`src/rtl/gate_selftest_seq_pkg.sv`:
```
// Shared definitions for the gate self-test sequencer.
// Holds the default sizing constants, the gate opcode numbering, the golden
// truth nibbles and the sequencer state encoding. The gate unit, the
// sequencer and the bench all use it.
// No ports (package).
package gate_selftest_seq_pkg;

    localparam int DEF_NUM_OPS = 6;
    localparam int DEF_OP_W    = 3;
    localparam int DEF_ERR_W   = 5;

    // Gate opcodes
    localparam logic [DEF_OP_W-1:0] OP_AND  = 3'd0;
    localparam logic [DEF_OP_W-1:0] OP_OR   = 3'd1;
    localparam logic [DEF_OP_W-1:0] OP_XOR  = 3'd2;
    localparam logic [DEF_OP_W-1:0] OP_NAND = 3'd3;
    localparam logic [DEF_OP_W-1:0] OP_NOR  = 3'd4;
    localparam logic [DEF_OP_W-1:0] OP_XNOR = 3'd5;

    // Golden truth nibbles, bit index = {A,B}
    localparam logic [3:0] GOLD_AND  = 4'b1000;
    localparam logic [3:0] GOLD_OR   = 4'b1110;
    localparam logic [3:0] GOLD_XOR  = 4'b0110;
    localparam logic [3:0] GOLD_NAND = 4'b0111;
    localparam logic [3:0] GOLD_NOR  = 4'b0001;
    localparam logic [3:0] GOLD_XNOR = 4'b1001;

    typedef enum logic [1:0] {
        ST_IDLE  = 2'd0,
        ST_ISSUE = 2'd1,
        ST_CHECK = 2'd2,
        ST_DONE  = 2'd3
    } state_t;

    // Expected gate output for one opcode and one {A,B} input pair.
    // Unknown opcodes have no golden row and return 0.
    function automatic logic gold_bit(input logic [DEF_OP_W-1:0] op,
                                      input logic [1:0] ab);
        logic [3:0] nib;
        nib = 4'b0000;
        case (op)
            OP_AND:  nib = GOLD_AND;
            OP_OR:   nib = GOLD_OR;
            OP_XOR:  nib = GOLD_XOR;
            OP_NAND: nib = GOLD_NAND;
            OP_NOR:  nib = GOLD_NOR;
            OP_XNOR: nib = GOLD_XNOR;
            default: nib = 4'b0000;
        endcase
        return nib[ab];
    endfunction

endpackage

```
`src/rtl/gate_selftest_seq_gate_unit.sv`:
```
// Opcode-selected two-input gate with a registered output.
// This is the single shared gate that the sequencer exercises.
// Ports:
//   clk    - rising-edge clock
//   rst    - synchronous active-high reset, clears the result register
//   op     - gate opcode (AND, OR, XOR, NAND, NOR, XNOR)
//   a, b   - gate inputs
//   result - gate output, registered (one cycle after op/a/b)
module gate_unit
    import gate_selftest_seq_pkg::*;
#(
    parameter int OP_W = DEF_OP_W
) (
    input  logic            clk,
    input  logic            rst,
    input  logic [OP_W-1:0] op,
    input  logic            a,
    input  logic            b,
    output logic            result
);

    logic gate_out;

    // Combinational gate chosen by opcode. Unused opcodes produce 0.
    always_comb begin
        gate_out = 1'b0;
        case (op)
            OP_AND:  gate_out = a & b;
            OP_OR:   gate_out = a | b;
            OP_XOR:  gate_out = a ^ b;
            OP_NAND: gate_out = ~(a & b);
            OP_NOR:  gate_out = ~(a | b);
            OP_XNOR: gate_out = ~(a ^ b);
            default: gate_out = 1'b0;
        endcase
    end

    // Result register: this gives the one-cycle latency from the issue
    // cycle to the check cycle.
    always_ff @(posedge clk) begin
        if (rst) begin
            result <= 1'b0;
        end else begin
            result <= gate_out;
        end
    end

endmodule

```
`src/rtl/gate_selftest_seq.sv`:
```
// Built-in self-test sequencer for the two-input gate set.
// On start it walks every opcode across all four {A,B} combinations through
// one shared gate unit. It compares each registered result with the golden
// truth table, counts mismatches and ends the run with a one-cycle done pulse.
// Ports:
//   clk, rst     - clock, synchronous active-high reset
//   start        - begin a run (only looked at while idle)
//   fault_en     - invert the checked result for opcode fault_op
//   fault_op     - opcode targeted by fault injection
//   busy         - high while a run is in progress
//   done         - one-cycle pulse at the end of a run
//   pass         - last completed run had no mismatches (held until next done)
//   err_cnt      - mismatches in the current or last run
//   first_err_op - opcode of the first mismatch in the run
//   first_err_ab - {A,B} of the first mismatch in the run
//   cur_op       - opcode currently driven to the gate unit
//   cur_ab       - {A,B} currently driven to the gate unit
module gate_selftest_seq
    import gate_selftest_seq_pkg::*;
#(
    parameter int NUM_OPS = DEF_NUM_OPS,
    parameter int OP_W    = DEF_OP_W,
    parameter int ERR_W   = DEF_ERR_W
) (
    input  logic             clk,
    input  logic             rst,
    input  logic             start,
    input  logic             fault_en,
    input  logic [OP_W-1:0]  fault_op,
    output logic             busy,
    output logic             done,
    output logic             pass,
    output logic [ERR_W-1:0] err_cnt,
    output logic [OP_W-1:0]  first_err_op,
    output logic [1:0]       first_err_ab,
    output logic [OP_W-1:0]  cur_op,
    output logic [1:0]       cur_ab
);

    localparam logic [OP_W-1:0] LAST_OP = OP_W'(NUM_OPS - 1);

    state_t           state, state_n;
    logic [OP_W-1:0]  cur_op_n;
    logic [1:0]       cur_ab_n;
    logic [ERR_W-1:0] err_cnt_n;
    logic [OP_W-1:0]  first_err_op_n;
    logic [1:0]       first_err_ab_n;
    logic             err_seen, err_seen_n;
    logic             pass_n;
    logic             gate_result;
    logic             checked;

    gate_unit #(
        .OP_W (OP_W)
    ) u_gate (
        .clk    (clk),
        .rst    (rst),
        .op     (cur_op),
        .a      (cur_ab[1]),
        .b      (cur_ab[0]),
        .result (gate_result)
    );

    // An out-of-range fault_op never equals cur_op, so it injects nothing.
    assign checked = gate_result ^ (fault_en && (fault_op == cur_op));

    assign busy = (state != ST_IDLE);
    assign done = (state == ST_DONE);

    // Next-state and datapath updates. Everything holds by default; the
    // vector walk advances only in CHECK, after the result has been judged.
    always_comb begin
        state_n        = state;
        cur_op_n       = cur_op;
        cur_ab_n       = cur_ab;
        err_cnt_n      = err_cnt;
        first_err_op_n = first_err_op;
        first_err_ab_n = first_err_ab;
        err_seen_n     = err_seen;
        pass_n         = pass;
        case (state)
            ST_IDLE: begin
                if (start) begin
                    err_cnt_n      = '0;
                    first_err_op_n = '0;
                    first_err_ab_n = '0;
                    err_seen_n     = 1'b0;
                    cur_op_n       = '0;
                    cur_ab_n       = '0;
                    state_n        = ST_ISSUE;
                end
            end
            ST_ISSUE: begin
                state_n = ST_CHECK;
            end
            ST_CHECK: begin
                if (checked != gold_bit(cur_op, cur_ab)) begin
                    err_cnt_n = err_cnt + ERR_W'(1);
                    if (!err_seen) begin
                        err_seen_n     = 1'b1;
                        first_err_op_n = cur_op;
                        first_err_ab_n = cur_ab;
                    end
                end
                if (cur_ab == 2'd3) begin
                    if (cur_op == LAST_OP) begin
                        state_n = ST_DONE;
                    end else begin
                        cur_ab_n = 2'd0;
                        cur_op_n = cur_op + OP_W'(1);
                        state_n  = ST_ISSUE;
                    end
                end else begin
                    cur_ab_n = cur_ab + 2'd1;
                    state_n  = ST_ISSUE;
                end
            end
            ST_DONE: begin
                // err_cnt already includes the final CHECK at this point
                pass_n  = (err_cnt == '0);
                state_n = ST_IDLE;
            end
            default: begin
                state_n = ST_IDLE;
            end
        endcase
    end

    // State and datapath registers, all cleared by the synchronous reset.
    always_ff @(posedge clk) begin
        if (rst) begin
            state        <= ST_IDLE;
            cur_op       <= '0;
            cur_ab       <= '0;
            err_cnt      <= '0;
            first_err_op <= '0;
            first_err_ab <= '0;
            err_seen     <= 1'b0;
            pass         <= 1'b0;
        end else begin
            state        <= state_n;
            cur_op       <= cur_op_n;
            cur_ab       <= cur_ab_n;
            err_cnt      <= err_cnt_n;
            first_err_op <= first_err_op_n;
            first_err_ab <= first_err_ab_n;
            err_seen     <= err_seen_n;
            pass         <= pass_n;
        end
    end

endmodule

```
`config.mk`:
```
export PLATFORM = sky130hd
export DESIGN_NAME = gate_selftest_seq
export DESIGN_NICKNAME = d
export VERILOG_FILES = /design/src/rtl/gate_selftest_seq_pkg.sv /design/src/rtl/gate_selftest_seq_gate_unit.sv /design/src/rtl/gate_selftest_seq.sv
export SDC_FILE = /design/constraint.sdc
export NUM_CORES = 1
export LEC_CHECK = 0
export CAP_MARGIN = 15
export CORE_ASPECT_RATIO = 2
export CORE_MARGIN = 4
export CORE_UTILIZATION = 25
export DETAILED_ROUTE_END_ITERATION = 8
export SKIP_LAST_GASP = 1
export SYNTH_ARGS = -nofsm -noshare
export SYNTH_HDL_FRONTEND = slang
export SYNTH_HIERARCHICAL = 1
export SYNTH_SLANG_ARGS = --single-unit
```
`constraint.sdc`:
```
create_clock -name clk -period 2 [get_ports clk]
set_input_delay 0.3 -clock clk [delete_from_list [all_inputs] [get_ports clk]]
set_output_delay 0.3 -clock clk [all_outputs]
set_load 0.01 [all_outputs]
```
Word-level counts from Yosys, hierarchy flattened --
Cells that the tools add are included.
Word-level totals: flip-flop bits (word level) 20, bits of input ports 7, output and inout bits 18, word-level logic and storage cells 76
Cells by class: add/sub/neg operators 3, $lt $le $gt $ge 1, equality and inequality tests 17, multiplexer cells 29, bitwise operators 7, reduce and logical (&&, ||, !) cells 10
Operators by type and width (count):
- $pmux 4 s6 | 1
- $mux 2 | 8
- $mux 3 | 5
- $pmux 3 s2 | 2
- $mux 5 | 2
- $ne 2x2->1 const B | 5
- $pmux 5 s2 | 1
- $pmux 2 s2 | 2
- $pmux 2 s4 | 1
- $reduce_and 4->1 | 2
- $eq 2x2->1 const B | 3
- $eq 3x2->1 const B | 2
- $eq 3x3->1 const B | 2
- $pmux 1 s6 | 1
- $reduce_and 3->1 | 2
- $add 5x1->5 const B | 1
- $logic_not 5->1 | 1
- $mux 4 | 1
- $reduce_bool 2->1 | 2
- $add 3x1->3 const B | 1
- $eq 3x1->1 const B | 1
- $eq 3x3->1 | 1
- $logic_not 3->1 | 1
- $lt 2x3->1 const B | 1
- other kinds (13) | 18

Logic depth before layout (Yosys ltp) --
Gate-level depths: netlist of run 1.
depth in word-level cells 8, gate-level depth with buffers 9, depth with buffers taken out 8

Cells and area by module --
Netlist of run 1, hierarchy kept.
By module, submodules not included:
- gate_selftest_seq | instances 1, cells an instance 126, area an instance 1106.1 µm², sequential area each 380.4 µm²
- gate_unit | instances 1, cells an instance 16, area an instance 117.6 µm², sequential area each 20.0 µm²

Least setup slack after synthesis of run 1 --
OpenSTA, ideal clock, no wires.
path type reg-to-reg, start point register cur_op[0], end point register err_cnt[3], library setup time 0.074 ns, arrival 2.105 ns, required time 1.926 ns, path slack -0.179 ns, stages on the path, launching flop included 8, path buffers 0, period minus slack after synthesis 2.179 ns, path through dfxtp_1 -> ha_1 -> o21ai_0 -> o32ai_1 -> o22ai_2 -> xnor2_1 -> or4_1 -> a31oi_1
Between the ends: word-level cells in the longest chain between the ends 8, elaborated cells between the ends (all ways) 16, classes of those cells 8 x eq/ne; 4 x mux; 1 x bitwise; 3 x reduce/logical
Ends and longest elaborated chain:
- start: declaration | line gate_selftest_seq.sv:36 | output logic [OP_W-1:0] cur_op,
- start signal: assignment | line gate_selftest_seq.sv:142 | cur_op <= cur_op_n;
- $eq 3x3->1, or another cell as far along | line gate_selftest_seq_pkg.sv:41 | case (op)
- $pmux 4 s6 | line gate_selftest_seq_pkg.sv:41
- $mux 4 | line gate_selftest_seq.sv:81 | case (state)
- $bmux 1 s2 | line gate_selftest_seq_pkg.sv:50 | return nib[ab];
- $mux 1 (not written as such) | line gate_selftest_seq_pkg.sv:50
- $ne 1x1->1 (*) | line gate_selftest_seq.sv:97 | if (checked != gold_bit(cur_op, cur_ab)) begin
- $ne 2x2->1 (no line) (*)
- $reduce_and 3->1 (no line) (*)
- end signal: assignment | line gate_selftest_seq.sv:144 | err_cnt <= err_cnt_n;
- end: declaration | line gate_selftest_seq.sv:33 | output logic [ERR_W-1:0] err_cnt,
Mark *: on every way between the ends. The rest lies on a longest branch, timed or not. The select of a mux whose other input is x is not followed. A chain may end at the register's enable or synchronous reset.

Worst setup path in the final report of run 1 --
Same ends and word-level chain as after synthesis.

==> reports/results.tsv, run 1 <==
stage	metric	value	unit
run_status	status	finished with violations	
run_status	failing checks	setup timing	
place	Setup WS pre-CTS	-0.272	ns
floorplanning	core area	4690	µm²
pwr	Leakage	0.708	nW
flow_run	# Max-Cap Violations	0	
grt	grt met3 use	0.00361	
pwr	Final Total Pwr	0.832	mW
finish	number of fill cells	477	
grt	M2 GR Usage	0.217	
routing	post-route ant nets	0	
timing	Max Transition Viols Final	0	
cts	H-tree lvl count	1	
setup_path	Worst setup EP type	flip-flop	
timing	TNS Setup	-0.000234	ns
timing	Hold Vio Cnt, Final	0	
worst_hold_path	worst min-delay path category	flip-flop to flip-flop	
place	Placed Instances	233	
finish	multi-input gate area in the final layout	876	µm²
place	PortBufs	24	
timing	fmax	500	MHz
routing	Remaining DRCs	0	
finish	register area	405	µm²
setup_path	CP Max Fanout	4	
timing	min Tclk post-route	2.00	ns
finish	final std cells w/o fill	242	
setup_path	CP Data Arrival Time	2.19	ns
pwr	register share of total power	0.491	
grt	vias in the first global route	1168	
cts	Inserted Clock Buffers	3	
cts	Clock Sinks	20	
finish	area grow syn2layout	53.4	%
cts	clock buffer depth	2	
yosys	syn nets	159	
yosys	unique cell type count in the Yosys netlist	40	
setup_path	CP Class	flip-flop to flip-flop	
floorplanning	die footprint	6150	µm²
finish	commonest non-fill, non-tap cell in the layout	clkdlybuf4s50_1	
cts	clk_lat worst skew	0.26	ns
setup_path	Critical Path Start Type	flip-flop	
finish	post-route core utilization	0.401	
grt	initial antenna violation count	0	
yosys	Synth Instances	142	
grt	most used routing layer	met2	
place	dpl cell area	1650	µm²
floorplanning	Starting Density	0.261	
routing	drt first pass iters	4	
pwr	switch share	0.241	
timing	Setup-failing EPs final	1	
grt	GR Util met1	0.111	
timing	Final Skew	0.00237	ns
yosys	sequential area share after synthesis	0.327	
place	post-detail-place hpwl	2550	µm
finish	final net count	205	
routing	WL per Instance	13.7	µm
yosys	Synthesis Warnings	6	
routing	DR vias	1206	
routing	iteration-0 DRC count of the detailed router	18	
timing	fin worst setup slack	-0.000234	ns
pwr	Cell Int Power	0.631	mW
yosys	Yosys reg bits	20	
cts	Reg clk slew, reported paths	0.08	ns
grt	largest net degree at the start of global routing	12	
grt	gr ovfl total	0	
pwr	Psw	0.200	mW
yosys	Syn Std Cell Area	1220	µm²
pwr	peak supply drop	0.000188	V
floorplanning	Die Wd	57.5	µm
grt	Global Route Usage Sum	0.111	
routing	Via density	4.98	
cts	Root Buffer	clkbuf_8	
cts	CTS tree	yes	
setup_path	Req. time, crit path	2.19	ns
timing	final worst path period share	1.00	
timing	Slew @ Worst Pin	0.482	ns
timing	Slew HR	0.679	
finish	Design Area, Final	1880	µm²
grt	global-route wire length before repair	5400	µm
finish	most frequent cells in the layout	24 x clkdlybuf4s50_1, 18 x dfxtp_1, 17 x buf_4	
yosys	Avg Cell Area, Syn	8.62	µm²
floorplanning	io pins	25	
pwr	clock power share	0.374	
routing	Routed WL	3310	µm
pwr	Logic pwr share	0.135	
place	gpl congestion	0.776	
yosys	top_reg_cell synth	dfxtp_1	
timing	hold_ws	0.502	ns
finish	antenna cells	0	
pwr	PD cells	443	nW/µm²
floorplanning	Cell Rows	35	
finish	layout cells sized above 1	0.262	
timing	RSZ-0062 raised after global routing	yes	
floorplanning	Die Ht	107	µm
yosys	number of flops mapped to enable cells by yosys	0	
yosys	Synth async-reset ratio	0	
power by group through the flow:
stage / sequential (mW) / clock [mW] / combinational, mW
2_1_floorplan: 0.418 / 0 / 0.0491
3_3_place_gp: 0.417 / 0 / 0.100
3_5_place_dp: 0.417 / 0 / 0.100
4_1_cts: 0.408 / 0.319 / 0.105
5_1_grt: 0.409 / 0.332 / 0.123
6_report: 0.408 / 0.311 / 0.113
worst paths after layout:
check / start / endpoint / slack (ns) / depth (start not counted)
max: cur_op[0]$_SDFFE_PP0P_ / err_cnt[3]$_SDFFE_PP0P_ / -0.0002 / 8
min reg2reg: first_err_op[2]$_SDFFE_PP0P_ / first_err_op[2]$_SDFFE_PP0P_ / 0.50 / 2
max reg2reg: cur_op[0]$_SDFFE_PP0P_ / err_cnt[3]$_SDFFE_PP0P_ / -0.0002 / 8
min: first_err_op[2]$_SDFFE_PP0P_ / first_err_op[2]$_SDFFE_PP0P_ / 0.50 / 2
flip-flops by register name, indices dropped and copies added, names as in the netlist:
name and count:
pass 1, err_cnt 5, state 2, cur_op 3, first_err_ab 2, first_err_op 3, err_seen 1, cur_ab 2
u_gate/result 1
layer usage:
metal,vias up,routed length (µm)
li1,601,-
met3,4,73
met4,0,76
met2,21,1950
met1,580,1210
met5,-,0
area by class of cell:
cell class / instances / share of cell area
sequential: 20 / 0.216
tap: 55 / 0.0367
clock buffer: 4 / 0.0293
inverter: 9 / 0.0193
timing repair buffer: 47 / 0.232
multi-input combinational: 107 / 0.467
cells by family after synthesis:
group,Yosys count,synth area share
muxes,3,0.0245
AOI/OAI and AO/OA,37,0.210
DFF,20,0.327
xor gates and xnor gates,6,0.0644
and+or+nand+nor,51,0.222
adders and majority gates,10,0.102
buffers and inverters,15,0.0501
repair_timing:
item	CTS	global route
setup endpoints to repair	4	11
setup buffers	3	2
resized for setup	11	17
hold buffers	0	0
pin swaps	8	11
gates cloned	0	1
synth_stat cells (all sizes together) (2+ instances only):
| master | number | area [µm²] |
|---|---|---|
| nor2b | 3 | 18.8 |
| inv | 9 | 33.8 |
| o21ai | 2 | 10.0 |
| ha | 10 | 125 |
| nor2 | 12 | 45.0 |
| mux2i | 3 | 30.0 |
| or4 | 2 | 15.0 |
| xnor2 | 4 | 35.0 |
| a31oi | 3 | 18.8 |
| nand2 | 6 | 22.5 |
| nand3 | 10 | 50.1 |
| buf | 2 | 12.5 |
| dfxtp | 20 | 400 |
| clkbuf | 4 | 15.0 |
| nand4 | 4 | 31.3 |
| o211ai | 8 | 60.1 |
| nand2b | 10 | 62.6 |
| a21o | 3 | 22.5 |
| xor2 | 2 | 43.8 |
| a21oi | 10 | 50.1 |
| o22ai | 2 | 18.8 |
critical path, cell delays in order, from the launching register on:
cell	delay [ns]
dfxtp_4	0.38
buf_6	0.12
buf_6	0.11
xnor2_2	0.12
nand4_2	0.16
xor2_4	0.29
xnor2_2	0.13
or4_1	0.48
a31oi_1	0.14
No activity file was read; power rests on OpenSTA's default activity.
==> run 2, diff against run 1 <==
--- a/config.mk
+++ b/config.mk
@@ -9,3 +9,2 @@
 export CORE_ASPECT_RATIO = 2
-export CORE_MARGIN = 4
 export CORE_UTILIZATION = 25
--- a/constraint.sdc
+++ b/constraint.sdc
@@ -3,2 +3,2 @@
 set_output_delay 0.3 -clock clk [all_outputs]
-set_load 0.01 [all_outputs]
+set_load 0.02 [all_outputs]
==> run 2 against run 1 <==
Compared with the run above: the flow now finishes without violations; clock power is 15% higher; combinational power is 7% lower; critical path depth is 1 lower; register-to-register slack better by 0.07 ns; total power is 4.8% higher; worst hold slack worse by 0.0071 ns; critical path type unchanged; largest cell class unchanged; largest power group unchanged; highest routed layer unchanged.
==> reports/results.tsv, run 2 (synthesis gave the netlist of run 1 again) <==
stage	metric	value	unit
run_status	status	finished clean	
setup_path	FF-to-FF setup slack	0.07	ns
cts	hold buffers post-CTS	0	
finish	Biggest register	err_cnt	
floorplanning	core area	4640	µm²
timing	Max Transition Viols Final	0	
finish	register area	407	µm²
place	dpl cell area	1600	µm²
cts	Root Buffer	clkbuf_8	
setup_path	CP Class	flip-flop to flip-flop	
setup_path	CP Max Fanout	5	
cts	clock buffer depth	2	
timing	Hold Vio Cnt, Final	0	
finish	commonest non-fill, non-tap cell in the layout	clkdlybuf4s50_1	
routing	Via density	4.99	
cts	Reg clk slew, reported paths	0.08	ns
floorplanning	io pins	25	
cts	Clock Sinks	20	
timing	TNS Setup	0	ns
pwr	PD cells	484	nW/µm²
setup_path	Critical Path Start Type	flip-flop	
floorplanning	Die Wd	51.5	µm
finish	post-route core utilization	0.388	
cts	CTS tree	yes	
routing	Remaining DRCs	0	
grt	vias in the first global route	1069	
cts	H-tree lvl count	1	
cts	Inserted Clock Buffers	3	
routing	post-route ant nets	0	
setup_path	FF-to-FF path depth	7	
place	post-detail-place hpwl	2370	µm
finish	most frequent cells in the layout	24 x clkdlybuf4s50_1, 17 x dfxtp_1, 12 x nor2_1	
floorplanning	Cell Rows	35	
routing	WL per Instance	14.1	µm
finish	final net count	197	
place	PortBufs	24	
grt	gr ovfl total	0	
place	Placed Instances	226	
grt	initial antenna violation count	0	
floorplanning	die footprint	5200	µm²
timing	Setup-failing EPs final	0	
setup_path	CP endpoint	err_cnt[4]$_SDFFE_PP0P_	
timing	hold_ws	0.495	ns
floorplanning	Starting Density	0.264	
routing	drt first pass iters	4	
floorplanning	Die Ht	101	µm
timing	Final Skew	0.00199	ns
finish	Design Area, Final	1800	µm²
place	gpl congestion	0.736	
setup_path	Worst setup EP type	flip-flop	
pwr	peak supply drop	0.000277	V
finish	multi-input gate area in the final layout	858	µm²
routing	iteration-0 DRC count of the detailed router	23	
pwr	Leakage	0.666	nW
setup_path	CP Data Arrival Time	2.12	ns
finish	max reg flops	5	
finish	leading registers by flop count	err_cnt x5, cur_op x3, first_err_op x3	
finish	area grow syn2layout	47.2	%
setup_path	Req. time, crit path	2.19	ns
timing	min Tclk post-route	1.93	ns
setup_path	crit path from	cur_op[0]$_SDFFE_PP0P_	
finish	antenna cells	0	
finish	layout cells sized above 1	0.218	
grt	largest net degree at the start of global routing	13	
timing	Slew HR	0.670	
cts	clk_lat worst skew	0.26	ns
flow_run	# Max-Cap Violations	0	
setup_path	Reg-to-Reg End	err_cnt[4]$_SDFFE_PP0P_	
finish	number of fill cells	490	
timing	fmax	518	MHz
grt	Global Route Usage Sum	0.130	
grt	global-route wire length before repair	5060	µm
finish	final std cells w/o fill	234	
timing	final worst path period share	0.966	
setup_path	R2R Path Start	cur_op[0]$_SDFFE_PP0P_	
routing	DR vias	1168	
timing	Slew @ Worst Pin	0.493	ns
routing	Routed WL	3290	µm
worst_hold_path	worst min-delay path category	flip-flop to flip-flop	
## run 2: cell type report
cell class	instances	share of cell area
clock buffer	4	0.0368
inverter	9	0.0201
multi-input combinational	107	0.476
sequential	20	0.226
tap	55	0.0382
timing repair buffer	39	0.203
## run 2: per-layer routing
| metal | wire length (µm) | global-route usage | vias up |
|---|---|---|---|
| met5 | 0 | 0 | - |
| met4 | 28 | 0.0499 | 0 |
| met3 | 49 | 0.0106 | 2 |
| met2 | 1930 | 0.253 | 18 |
| met1 | 1280 | 0.136 | 567 |
| li1 | - | - | 581 |
## run 2: what timing repair did
| item | 4_1_cts | 5_1_grt |
|---|---|---|
| resized for setup | 7 | 16 |
| gates cloned | 0 | 1 |
| pin swaps | 7 | 6 |
| buffers inserted | 1 | 2 |
| setup endpoints to repair | 4 | 11 |
## run 2: worst min-delay path by stage
stage,start,endpoint,slack [ns],cells after the start
2_1_floorplan,rst,u_gate/result$_SDFF_PP0_,0.37,1
3_3_place_gp,pass$_SDFFE_PP0P_,pass$_SDFFE_PP0P_,0.48,2
3_5_place_dp,first_err_ab[0]$_SDFFE_PP0P_,first_err_ab[0]$_SDFFE_PP0P_,0.48,2
4_1_cts,first_err_ab[0]$_SDFFE_PP0P_,first_err_ab[0]$_SDFFE_PP0P_,0.50,2
5_1_grt,first_err_ab[1]$_SDFFE_PP0P_,first_err_ab[1]$_SDFFE_PP0P_,0.52,2
6_report,first_err_ab[0]$_SDFFE_PP0P_,first_err_ab[0]$_SDFFE_PP0P_,0.49,2
## run 2: worst max-delay path, cell delays in order (launching register included)
cell	delay [ns]
dfxtp_4	0.40
ha_4	0.18
o21ai_2	0.08
o32ai_2	0.30
o22ai_4	0.17
xnor2_2	0.18
or4_1	0.41
a31oi_1	0.16
## run 2: stage by stage
step,total power [mW],setup slack [ns]
2_1_floorplan,0.470,0.0156
3_3_place_gp,0.511,-0.122
3_5_place_dp,0.512,-0.156
4_1_cts,0.874,0.00614
5_1_grt,0.902,-0.0315
6_report,0.872,0.0680
## run 2: power by group
part | internal (mW) | switching [mW]
sequential | 0.401 | 0.00775
clock | 0.217 | 0.142
combinational | 0.0466 | 0.0582
==> run 3, diff against run 2 <==
==> constraint.sdc (replaced) <==
create_clock -name clk -period 2 [get_ports clk]
set_input_delay 0.2 -clock clk [delete_from_list [all_inputs] [get_ports clk]]
set_output_delay 0.2 -clock clk [all_outputs]
set_load 0.02 [all_outputs]
==> run 3 against run 2 <==
Compared with the run above: design area up 4.2%; global-route usage grew 0.64 points; sequential share of layout area fell by 0.84 points; critical path depth grew 3; routed wire length down 0.27%; combinational power is 6% higher; cell count increased by 2.6%; largest cell class unchanged; critical path type unchanged; core utilization up 1.6 points; clock power fell by 1%; non-clock buffer count grew 6.
==> reports/results.tsv, run 3 (synthesis gave the netlist of run 1 again) <==
stage	metric	value	unit
timing	Final Skew	0.00162	ns
routing	Remaining DRCs	0	
finish	layout cells sized above 1	0.265	
grt	gr ovfl total	0	
timing	Max Transition Viols Final	0	
setup_path	CP Data Arrival Time	2.16	ns
timing	final worst path period share	0.990	
routing	Via density	5.08	
run_status	status	finished clean	
routing	DR vias	1218	
floorplanning	die footprint	5200	µm²
grt	global-route wire length before repair	5370	µm
finish	number of fill cells	515	
setup_path	Worst setup EP type	flip-flop	
place	post-detail-place hpwl	2410	µm
place	PortBufs	24	
worst_hold_path	hold-critical path depth	2	
pwr	Logic pwr share	0.128	
timing	Hold Vio Cnt, Final	0	
pwr	Psw	0.205	mW
finish	Biggest register	err_cnt	
place	Setup WS pre-CTS	-0.197	ns
finish	register area	408	µm²
worst_hold_path	Hold Startpoint	pass$_SDFFE_PP0P_	
cts	clock buffer depth	2	
place	gpl congestion	0.752	
cts	Root Buffer	clkbuf_8	
timing	fmax	505	MHz
pwr	PD cells	465	nW/µm²
timing	hold_ws	0.499	ns
finish	leading registers by flop count	err_cnt x5, cur_op x3, first_err_op x3	
timing	Setup-failing EPs final	0	
setup_path	FF-to-FF path depth	10	
pwr	switch share	0.235	
flow_run	# Max-Cap Violations	0	
cts	clk_lat worst skew	0.26	ns
floorplanning	Die Wd	51.5	µm
grt	initial antenna violation count	0	
cts	Clock Sinks	20	
finish	max reg flops	5	
pwr	Cell Int Power	0.668	mW
routing	WL per Instance	13.7	µm
setup_path	R2R Path Start	cur_op[1]$_SDFFE_PP0P_	
finish	antenna cells	0	
finish	post-route core utilization	0.404	
timing	RSZ-0062 raised after global routing	yes	
floorplanning	Die Ht	101	µm
floorplanning	Starting Density	0.264	
pwr	clock power share	0.406	
cts	Inserted Clock Buffers	3	
floorplanning	Cell Rows	35	
timing	Slew @ Worst Pin	0.459	ns
cts	Reg clk slew, reported paths	0.08	ns
grt	Global Route Usage Sum	0.137	
pwr	peak supply drop	0.000258	V
setup_path	Req. time, crit path	2.18	ns
timing	min Tclk post-route	1.98	ns
timing	fin worst setup slack	0.0196	ns
routing	iteration-0 DRC count of the detailed router	33	
pwr	Leakage	0.697	nW
floorplanning	io pins	25	
timing	Slew HR	0.694	
floorplanning	core area	4640	µm²
grt	vias in the first global route	1201	
finish	area grow syn2layout	53.4	%
setup_path	CP Max Fanout	9	
setup_path	Critical Path Start Type	flip-flop	
cts	H-tree lvl count	1	
pwr	register share of total power	0.466	
finish	commonest non-fill, non-tap cell in the layout	clkdlybuf4s50_1	
finish	multi-input gate area in the final layout	878	µm²
setup_path	CP Class	flip-flop to flip-flop	
cts	CTS tree	yes	
finish	final net count	203	
worst_hold_path	worst min-delay path category	flip-flop to flip-flop	
routing	Routed WL	3280	µm
grt	largest net degree at the start of global routing	13	
routing	drt first pass iters	4	
routing	post-route ant nets	0	
setup_path	crit path from	cur_op[1]$_SDFFE_PP0P_	
finish	most frequent cells in the layout	24 x clkdlybuf4s50_1, 18 x dfxtp_1, 17 x buf_4	
-- run 3: power groups by stage --
stage	clock (mW)	sequential (mW)	combinational (mW)
2_1_floorplan	0	0.419	0.0509
3_3_place_gp	0	0.416	0.0983
3_5_place_dp	0	0.416	0.0988
4_1_cts	0.367	0.407	0.103
5_1_grt	0.376	0.408	0.120
6_report	0.354	0.407	0.111
-- run 3: worst max-delay path, stage by stage (launching register included) --
cell      delay, ns
dfxtp_4        0.37
buf_8          0.14
ha_1           0.18
ha_1           0.17
nand2b_4       0.13
o22ai_2        0.14
buf_6          0.15
xor2_4         0.20
buf_6          0.15
nand4_1        0.09
a31oi_1        0.18
-- run 3: routing by layer --
layer | share of wire | GRT usage | routed length [µm]
met5 | 0 | 0 | 0
met2 | 0.60 | 0.265 | 1960
met3 | 0.013 | 0.0106 | 43
met4 | 0.029 | 0.0790 | 96
met1 | 0.36 | 0.132 | 1180
-- run 3: path summary, 6_finish.rpt --
path                             endpoint  slack [ns]
setup / recovery  err_cnt[3]$_SDFFE_PP0P_        0.02
hold / removal          pass$_SDFFE_PP0P_        0.50
setup reg to reg  err_cnt[3]$_SDFFE_PP0P_        0.02
hold reg to reg         pass$_SDFFE_PP0P_        0.50
-- run 3: area by class of cell --
type / count / area share
Clock buffer: 4 / 0.0353
Inverter: 9 / 0.0207
Multi-Input combinational cell: 107 / 0.468
Sequential cell: 20 / 0.217
Tap cell: 55 / 0.0367
Timing Repair Buffer: 45 / 0.222
-- run 3: stage by stage --
| stage | power (mW) | instance area (µm²) | setup TNS [ns] | instances |
|---|---|---|---|---|
| final | 0.872 | 1880 | 0 | 240 |
| after floorplan | 0.470 | 1230 | 0 | 142 |
| after CTS | 0.877 | 1760 | -0.0173 | 238 |
| after detailed placement | 0.515 | 1640 | -0.456 | 232 |
| after global routing | 0.904 | 1880 | -0.501 | 240 |
| after global placement | 0.515 | 1640 | -0.356 | 232 |
-- run 3: what timing repair did --
item                       in CTS  in global routing
cloned                          0                  1
setup buffers                   2                  1
setup endpoints to repair       4                 11
pin swaps                       8                 13
hold buffers                    0                  0
resized for setup               9                 22
